--- src/rtl/telemetry_pkg.sv ---
// telemetry_pkg: shared constants and FSM encoding for the telemetry UART arbiter
package telemetry_pkg;
  localparam logic [7:0] FRAME_HDR = 8'hA5;
  localparam logic [1:0] CH_SPO2 = 2'd0;
  localparam logic [1:0] CH_ENV = 2'd1;
  localparam logic [1:0] CH_STAT = 2'd2;
  localparam int MAX_LEN = 6;
  typedef enum logic [2:0] {S_IDLE, S_HDR, S_CHID, S_LEN, S_PAY, S_CSUM, S_DONE} state_t;
endpackage

--- src/rtl/telemetry_uart_arbiter_ser.sv ---
// uart_byte_ser: 8N1 byte serializer, one byte per ready/valid handshake
module uart_byte_ser #(
  parameter int CLK_FRE = 50,
  parameter int BAUD_RATE = 115200
) (
  input  logic       clk,
  input  logic       rst,
  input  logic [7:0] ser_data,
  input  logic       ser_valid,
  output logic       ser_ready,
  output logic       uart_tx
);
  localparam int BIT_CYC = CLK_FRE * 1000000 / BAUD_RATE;
  localparam int CW = $clog2(BIT_CYC + 1);
  logic          active;
  logic [9:0]    sh;
  logic [3:0]    idx;
  logic [CW-1:0] cnt;
  assign ser_ready = !active;
  // shifting in ones leaves the line idle-high once the stop bit is gone
  assign uart_tx = sh[0];
  always_ff @(posedge clk or posedge rst)
    if (rst) begin
      active <= 1'b0;
      sh <= '1;
      idx <= '0;
      cnt <= '0;
    end else if (!active) begin
      if (ser_valid) begin
        active <= 1'b1;
        sh <= {1'b1, ser_data, 1'b0};
        idx <= '0;
        cnt <= '0;
      end
    end else if (cnt == CW'(BIT_CYC - 1)) begin
      cnt <= '0;
      sh <= {1'b1, sh[9:1]};
      idx <= idx + 4'd1;
      if (idx == 4'd9) active <= 1'b0;
    end else cnt <= cnt + 1'b1;
endmodule

--- src/rtl/telemetry_uart_arbiter.sv ---
// telemetry_uart_arbiter: round-robin capture of three telemetry payloads, framed
// as A5/ID/LEN/payload/CSUM onto one 8N1 UART line
module telemetry_uart_arbiter
  import telemetry_pkg::*;
#(
  parameter int CLK_FRE = 50,
  parameter int BAUD_RATE = 115200,
  parameter int LEN0 = 6,
  parameter int LEN1 = 2,
  parameter int LEN2 = 2
) (
  input  logic        clk,
  input  logic        rst,
  input  logic [2:0]  req,
  input  logic [47:0] payload0,
  input  logic [47:0] payload1,
  input  logic [47:0] payload2,
  output logic        uart_tx,
  output logic        busy,
  output logic        frame_done,
  output logic [2:0]  overrun
);
  localparam int PW = MAX_LEN * 8;
  state_t        state, state_nx;
  logic [2:0]    pending, clr, len, cnt, g_len;
  logic [PW-1:0] hold [3];
  logic [PW-1:0] frame_buf;
  logic [1:0]    ptr, ch, c1, c2, g;
  logic [7:0]    csum, pay_byte, ser_data;
  logic          ser_valid, ser_ready, hs, grant;
  assign c1 = ptr == 2'd2 ? 2'd0 : ptr + 2'd1;
  assign c2 = c1 == 2'd2 ? 2'd0 : c1 + 2'd1;
  assign g = pending[c1] ? c1 : pending[c2] ? c2 : ptr;
  assign g_len = g == CH_SPO2 ? 3'(LEN0) : g == CH_ENV ? 3'(LEN1) : 3'(LEN2);
  assign pay_byte = frame_buf[{cnt, 3'b000} +: 8];
  always_comb begin
    grant = state == S_IDLE && |pending;
    clr = grant ? 3'(3'b001 << g) : 3'b000;
    ser_valid = state != S_IDLE && state != S_DONE;
    ser_data = state == S_HDR ? FRAME_HDR : state == S_CHID ? {6'd0, ch} :
               state == S_LEN ? {5'd0, len} : state == S_PAY ? pay_byte : csum;
    hs = ser_valid && ser_ready;
    state_nx = state;
    case (state)
      S_IDLE: if (grant) state_nx = S_HDR;
      S_HDR:  if (hs) state_nx = S_CHID;
      S_CHID: if (hs) state_nx = S_LEN;
      S_LEN:  if (hs) state_nx = S_PAY;
      S_PAY:  if (hs && cnt == 3'd0) state_nx = S_CSUM;
      S_CSUM: if (hs) state_nx = S_DONE;
      S_DONE: if (ser_ready) state_nx = S_IDLE;
      default: state_nx = S_IDLE;
    endcase
  end
  always_ff @(posedge clk or posedge rst)
    if (rst) begin
      state <= S_IDLE;
      pending <= '0;
      overrun <= '0;
      ptr <= 2'd2;
      ch <= '0;
      len <= '0;
      cnt <= '0;
      csum <= '0;
      frame_buf <= '0;
      busy <= 1'b0;
      frame_done <= 1'b0;
      for (int i = 0; i < 3; i++) hold[i] <= '0;
    end else begin
      state <= state_nx;
      // a capture on the grant cycle re-arms the channel without counting as overrun
      pending <= (pending & ~clr) | req;
      overrun <= overrun | (req & pending & ~clr);
      frame_done <= state == S_DONE && ser_ready;
      if (req[0]) hold[0] <= payload0;
      if (req[1]) hold[1] <= payload1;
      if (req[2]) hold[2] <= payload2;
      if (grant) begin
        frame_buf <= hold[g];
        ch <= g;
        ptr <= g;
        len <= g_len;
        cnt <= g_len - 3'd1;
        csum <= {6'd0, g} + {5'd0, g_len};
        busy <= 1'b1;
      end
      if (state == S_PAY && hs) begin
        csum <= csum + pay_byte;
        cnt <= cnt - 3'd1;
      end
      if (state == S_DONE && ser_ready) busy <= 1'b0;
    end
  uart_byte_ser #(.CLK_FRE(CLK_FRE), .BAUD_RATE(BAUD_RATE)) u_ser (
    .clk(clk),
    .rst(rst),
    .ser_data(ser_data),
    .ser_valid(ser_valid),
    .ser_ready(ser_ready),
    .uart_tx(uart_tx)
  );
endmodule
--- config.mk ---
export PLATFORM = sky130hd
export DESIGN_NAME = telemetry_uart_arbiter
export DESIGN_NICKNAME = d
export VERILOG_FILES = /design/src/rtl/telemetry_pkg.sv /design/src/rtl/telemetry_uart_arbiter_ser.sv /design/src/rtl/telemetry_uart_arbiter.sv
export SDC_FILE = /design/constraint.sdc
export NUM_CORES = 1
export LEC_CHECK = 0
export BUFFER_PORTS_ARGS = -buffer_cell sky130_fd_sc_hd__buf_2
export CELL_PAD_IN_SITES_DETAIL_PLACEMENT = 1
export CELL_PAD_IN_SITES_GLOBAL_PLACEMENT = 1
export CORE_AREA = 2 2 151 189
export CTS_BUF_LIST = sky130_fd_sc_hd__clkbuf_16
export CTS_CLUSTER_SIZE = 8
export DETAILED_ROUTE_END_ITERATION = 10
export DIE_AREA = 0 0 153 191
export PLACE_DENSITY = 0.73
export SLEW_MARGIN = 20
export SYNTH_ARGS = -nofsm -noshare
export SYNTH_HDL_FRONTEND = slang
export SYNTH_HIERARCHICAL = 1
export SYNTH_SLANG_ARGS = --single-unit
--- constraint.sdc ---
create_clock -name clk -period 6.2 [get_ports clk]
set_input_delay 0.31 -clock clk [delete_from_list [all_inputs] [get_ports clk]]
set_output_delay 0.31 -clock clk [all_outputs]
set_load 0.02 [all_outputs]
# Word-level counts from Yosys, hierarchy flattened
# Index checks and enable logic that the tools add are counted.
classes:
  n_reduce_logical: 17
  n_bitwise: 7
  magnitude_cmp: 3
  mux: 44
  eq_ne: 19
  addsub: 8
  shifts: 2
op_table:
  columns: ["cell", "count"]
  rows:
  - ["48-bit binary-select mux with 2-bit select", 1]
  - ["48-bit two-way mux", 2]
  - ["8-bit two-way mux", 6]
  - ["48-bit by 7-bit variable part select with 8-bit output", 1]
  - ["3-bit two-way mux", 11]
  - ["10-bit two-way mux", 3]
  - ["9-bit two-way mux", 3]
  - ["3-bit case mux with 7 select lines", 1]
  - ["2-bit inequality test (second input constant)", 7]
  - ["4-bit two-way mux", 3]
  - ["9-bit by 1-bit adder with 9-bit output (second input constant)", 1]
  - ["3-bit AND", 3]
  - ["3-bit equality test (second input constant)", 3]
  - ["9-bit equality test (second input constant)", 1]
  - ["8-bit adder", 1]
  - ["1-bit two-way mux", 8]
  - ["2-bit two-way mux", 4]
  - ["7-bit AND reduction", 1]
  - ["3-bit by 2-bit equality test with 1-bit output (second input constant)", 2]
  - ["1-bit logical AND", 6]
  - ["3-bit logical NOT", 2]
  - ["2-bit by 3-bit < comparator with 1-bit output (second input constant)", 2]
  - ["3-bit bitwise OR", 2]
  - ["2-bit nonzero test", 3]
  - ["other kinds (19)", 23]
totals:
  word_cells: 118
  input_bits: 149
  regBits: 245

# Logic depth before layout (Yosys ltp)
logic_depth:
  ltp_word: 13
  mapped_depth: 13
  depth_no_buf: 12

# Hierarchy
# Netlist, hierarchy kept.
by_module_without_submodules:
  columns: ["mod", "seq_area_each_um2", "n_inst", "cells_per_inst", "area_per_inst_um2"]
  rows:
  - ["telemetry_uart_arbiter", 5481.5, 1, 807, 10123.5]
  - ["uart_byte_ser", 586.8, 1, 114, 1233.7]

# Least setup slack after synthesis
# No wires, ideal clock.
synth_timing:
  path_type: "register to register"
  start: "reg cnt[0] (netlist name)"
  end: "reg csum[7]"
  n_path_buf: 1
  required_ns: 6.117
  setup_slack_ns: 3.427
  path_stages_with_launch: 12
  period_less_slack_ns: 2.773
  t_arrival_ns: 2.690
  cell_sequence: "dfrtp_1 -> buf_6 -> mux4_2 -> a21oi_1 -> inv_1 -> ha_1 -> a211oi_1 -> o21ai_0 -> o41ai_1 -> xnor2_1 -> or3_1 -> o21ai_0"
synth_rtl:
  columns: ["element", "line", "text"]
  rows:
  - ["to (signal assigned)", "telemetry_uart_arbiter.sv:84", "csum <= {6'd0, g} + {5'd0, g_len};"]
  - ["to (signal assigned)", "telemetry_uart_arbiter.sv:88", "csum <= csum + pay_byte;"]
  - ["to (decl)", "telemetry_uart_arbiter.sv:29", "logic [7:0] csum, pay_byte, ser_data;"]

==> reports/summary.txt <==
largest net degree at the start of global routing: 83
endpoint type of the worst setup path: register
worst reg2reg endpoint: csum[7]
wire per inst: 20.8 um
switching power: 0.906 mW
Hold/Removal Path Class: in -> async
Pwr Total: 3.92 mW
I/O pin total: 155
# setup viols final: 0
DR DRC count: 0
detailed router's first-iteration violation count: 395
Core Box Area: 27500 um2
WP data arrival: 4.08 ns
Sw Ratio: 23.1%
Synth async-reset ratio: 100%
Synth area leaders: dfrtp_1 (51%), mux2_2 (15%), mux2_4 (3.0%), nor2_1 (3.0%), a221oi_1 (2.8%)
prevailing post-synth register cell: dfrtp_1
hold_buf cts: 0
Worst-Margin Slew: 1.05 ns
TritonCTS Buffers: 36
initial antenna violation count: 4
Leak: 5.97 nW
Fin. Hold Viols: 0
Routed Antenna Nets: 0
RePlAce Congestion: 0.798
Final Cycle Share: 59.1%
first-pass GRT wire length: 48900 um
CTS-repair resized insts: 0
Max VDD drop: 0.247 mV
largest area contributor in the netlist: dfrtp_1
total clock sinks: 242
CTS clk-pin slew, worst paths: 0.06 ns
CTS Buffer Depth: 3
Clk Tree Root Cell: clkbuf_16
TritonRoute pass-1 iters: 4
Worst Path Required: 6.61 ns
outcome: finished clean
Net Count, Synth: 1083
row cnt: 68
Seq pwr share: 45.2%
Reg2Reg Depth: 10
clock share of power: 45.9%
CP dominant cell by count: o21ai_0
CP Launch Point: cnt[0]
pwr dens: 292 nW/um2
Slowest cell on crit path: dfrtp_1
Int Pwr: 3.02 mW
final setup TNS: 0 ns
post-synthesis register bit count: 242
Combinational Power Share: 8.9%
DP Wirelength: 20000 um
Yosys warnings: 6
grt ovf: 0
length of routed met2 wiring: 15500 um
largest fanout on the critical path: 19
final WL: 29800 um
WP buf/inv: 1
Global Route Usage Sum: 20.9%
CTS tree: yes
Die H: 191 um
Post-synth EDFFs: 0
Via density: 5.53
Post CTS Setup Buffer Count: 0
CP top delay family: compound AO/OA/AOI/OAI gates
post-synth top area share: 51.1%
DR vias: 7907
max-slew violation total from the final report: 0
crit path cell chain: mux4_2 -> a21oi_1 -> inv_1 -> ha_1 -> a211oi_1 -> o21ai_0 -> o41ai_1 -> xnor2_1 -> or3_1 -> o21ai_0
wire length on met3: 1400 um
fin nets: 1225
share of layout cells above drive strength 1: 38.8%
mapped cell area: 11400 um2
f_max: 0.273 GHz
syn_area_per_cell: 12.3 um2
vias in the first global route: 9049
Yosys cell types: 70
die area: 29200 um2
cell count after synthesis: 921
port buffer count: 154
Worst slew margin: 29.3%
die width: 153 um
DR top layer: met5
Metal-1 WL: 12100 um
Reg2Reg Setup Slack: 2.54 ns
Final min period: 3.66 ns
Initial Util: 41.3%
H-tree depth: 2
synthesis-to-finish area growth: 18.1%
unrepaired setup endpoints after global routing: false
Max Cap Viol: 0
register area share after synthesis: 53.4%
Setup CP Type: reg -> reg
Fin Clk Skew: 0.0156 ns
Skew-Pair Late Insertion Delay: 0.50 ns
max incr delay on CP: 0.98 ns
reg2reg start: cnt[0]
Setup crit start kind: register
-- layout by cell type (no fill, tap or decap), types with 7 or more instances in the layout --
| cell type | synthesis | routed |
|---|---|---|
| nand2b_1 | 13 | 13 |
| nor2_1 | 92 | 92 |
| buf_2 | 14 | 154 |
| a21oi_1 | 31 | 31 |
| dfrtp_1 | 232 | 232 |
| mux2i_1 | 13 | 13 |
| clkbuf_16 | 0 | 38 |
| buf_4 | 2 | 10 |
| dfstp_2 | 10 | 10 |
| mux2_4 | 23 | 23 |
| a221o_1 | 14 | 14 |
| inv_1 | 17 | 27 |
| mux4_2 | 8 | 8 |
| mux2_1 | 8 | 8 |
| a221oi_1 | 36 | 36 |
| mux2_2 | 148 | 148 |
| nand3_1 | 26 | 26 |
| nand2_1 | 52 | 52 |
| or3_1 | 7 | 7 |
| o21ai_0 | 23 | 23 |
| ha_1 | 12 | 12 |
-- cell usage after synthesis, drive strengths merged (4+ instances only) --
cell / number
a21oi: 32
a221o: 14
a221oi: 37
buf: 35
clkbuf: 27
dfrtp: 232
dfstp: 10
ha: 12
inv: 17
mux2: 179
mux2i: 13
mux4: 8
nand2: 52
nand2b: 13
nand3: 26
nor2: 93
nor2b: 7
nor3: 7
o211ai: 5
o21ai: 24
o21bai: 4
o221a: 7
o31ai: 4
or3: 7
-- through the flow --
stage | util (%) | instance area (um2) | std cells | setup WS [ns] | hold WS, ns
after floorplan | - | 11400 | 921 | 3.04 | 0.305
after global placement | 44.9 | 12400 | 1374 | 2.62 | 0.465
after detailed placement | 44.9 | 12400 | 1374 | 2.52 | 0.484
after CTS | 48.7 | 13400 | 1426 | 2.49 | 0.0285
after global routing | 48.8 | 13400 | 1428 | 2.28 | 0.0322
final | 48.8 | 13400 | 1430 | 2.54 | 0.0340
-- state kept, by name (all words and copies together) (netlist names) --
signal and cells:
overrun 3, state 3, cnt 3, u_ser/cnt 9, frame_buf 48, u_ser/idx 4
ch 1, pending 3, csum 8, u_ser/sh 9, hold 144, busy 1
u_ser/active 1, ptr 2, frame_done 1, len 2
-- kinds of logic after synthesis --
logic type | Yosys count | synth area share [%]
buffers and inverters | 80 | 3.39
AOI/OAI and AO/OA | 160 | 10.8
adders and majority gates | 14 | 1.59
xor gates and xnor gates | 6 | 0.463
muxes | 200 | 21.2
DFF | 242 | 53.4
and+or+nand+nor | 219 | 9.09
-- metal layers --
| metal | track usage (%) | vias to the layer above |
|---|---|---|
| li1 | - | 3637 |
| met4 | 6.52 | 2 |
| met2 | 37.8 | 153 |
| met1 | 24.6 | 4065 |
| met5 | 0 | - |
| met3 | 4.78 | 50 |
-- area by class of cell --
class	count	area, um2
multi-input cells	599	4920
flip-flops and latches	242	6070
diodes	3	7.51
well taps	350	438
fillers	2895	14100
clock inverters	14	91.3
repair buffers	166	871
inverters	18	71.3
clock buffers	38	951
-- power by group through the flow --
| stage | Combinational [mW] | Clock, mW | Sequential (mW) |
|---|---|---|---|
| after floorplan | 0.251 | 0 | 1.77 |
| after global placement | 0.338 | 0 | 1.79 |
| after detailed placement | 0.350 | 0 | 1.80 |
| after CTS | 0.354 | 1.85 | 1.77 |
| after global routing | 0.383 | 1.92 | 1.79 |
| final | 0.347 | 1.80 | 1.77 |
-- worst register-to-register path: stages (launching register included) --
cell and delay [ns]:
dfrtp_1 0.98, mux4_2 0.60, a21oi_1 0.31, inv_1 0.11, ha_1 0.31, a211oi_1 0.27
o21ai_0 0.18, o41ai_1 0.33, xnor2_1 0.12, or3_1 0.30, o21ai_0 0.07
-- worst max path at each step --
stage	to	slack (ns)	cells past startpoint
floorplan	busy	3.04	1
global placement	csum[7]	2.62	10
detailed placement	csum[7]	2.52	10
CTS	csum[7]	2.49	10
global route	csum[6]	2.28	12
finish	csum[7]	2.54	10
Power figures use the tool's default switching activity.
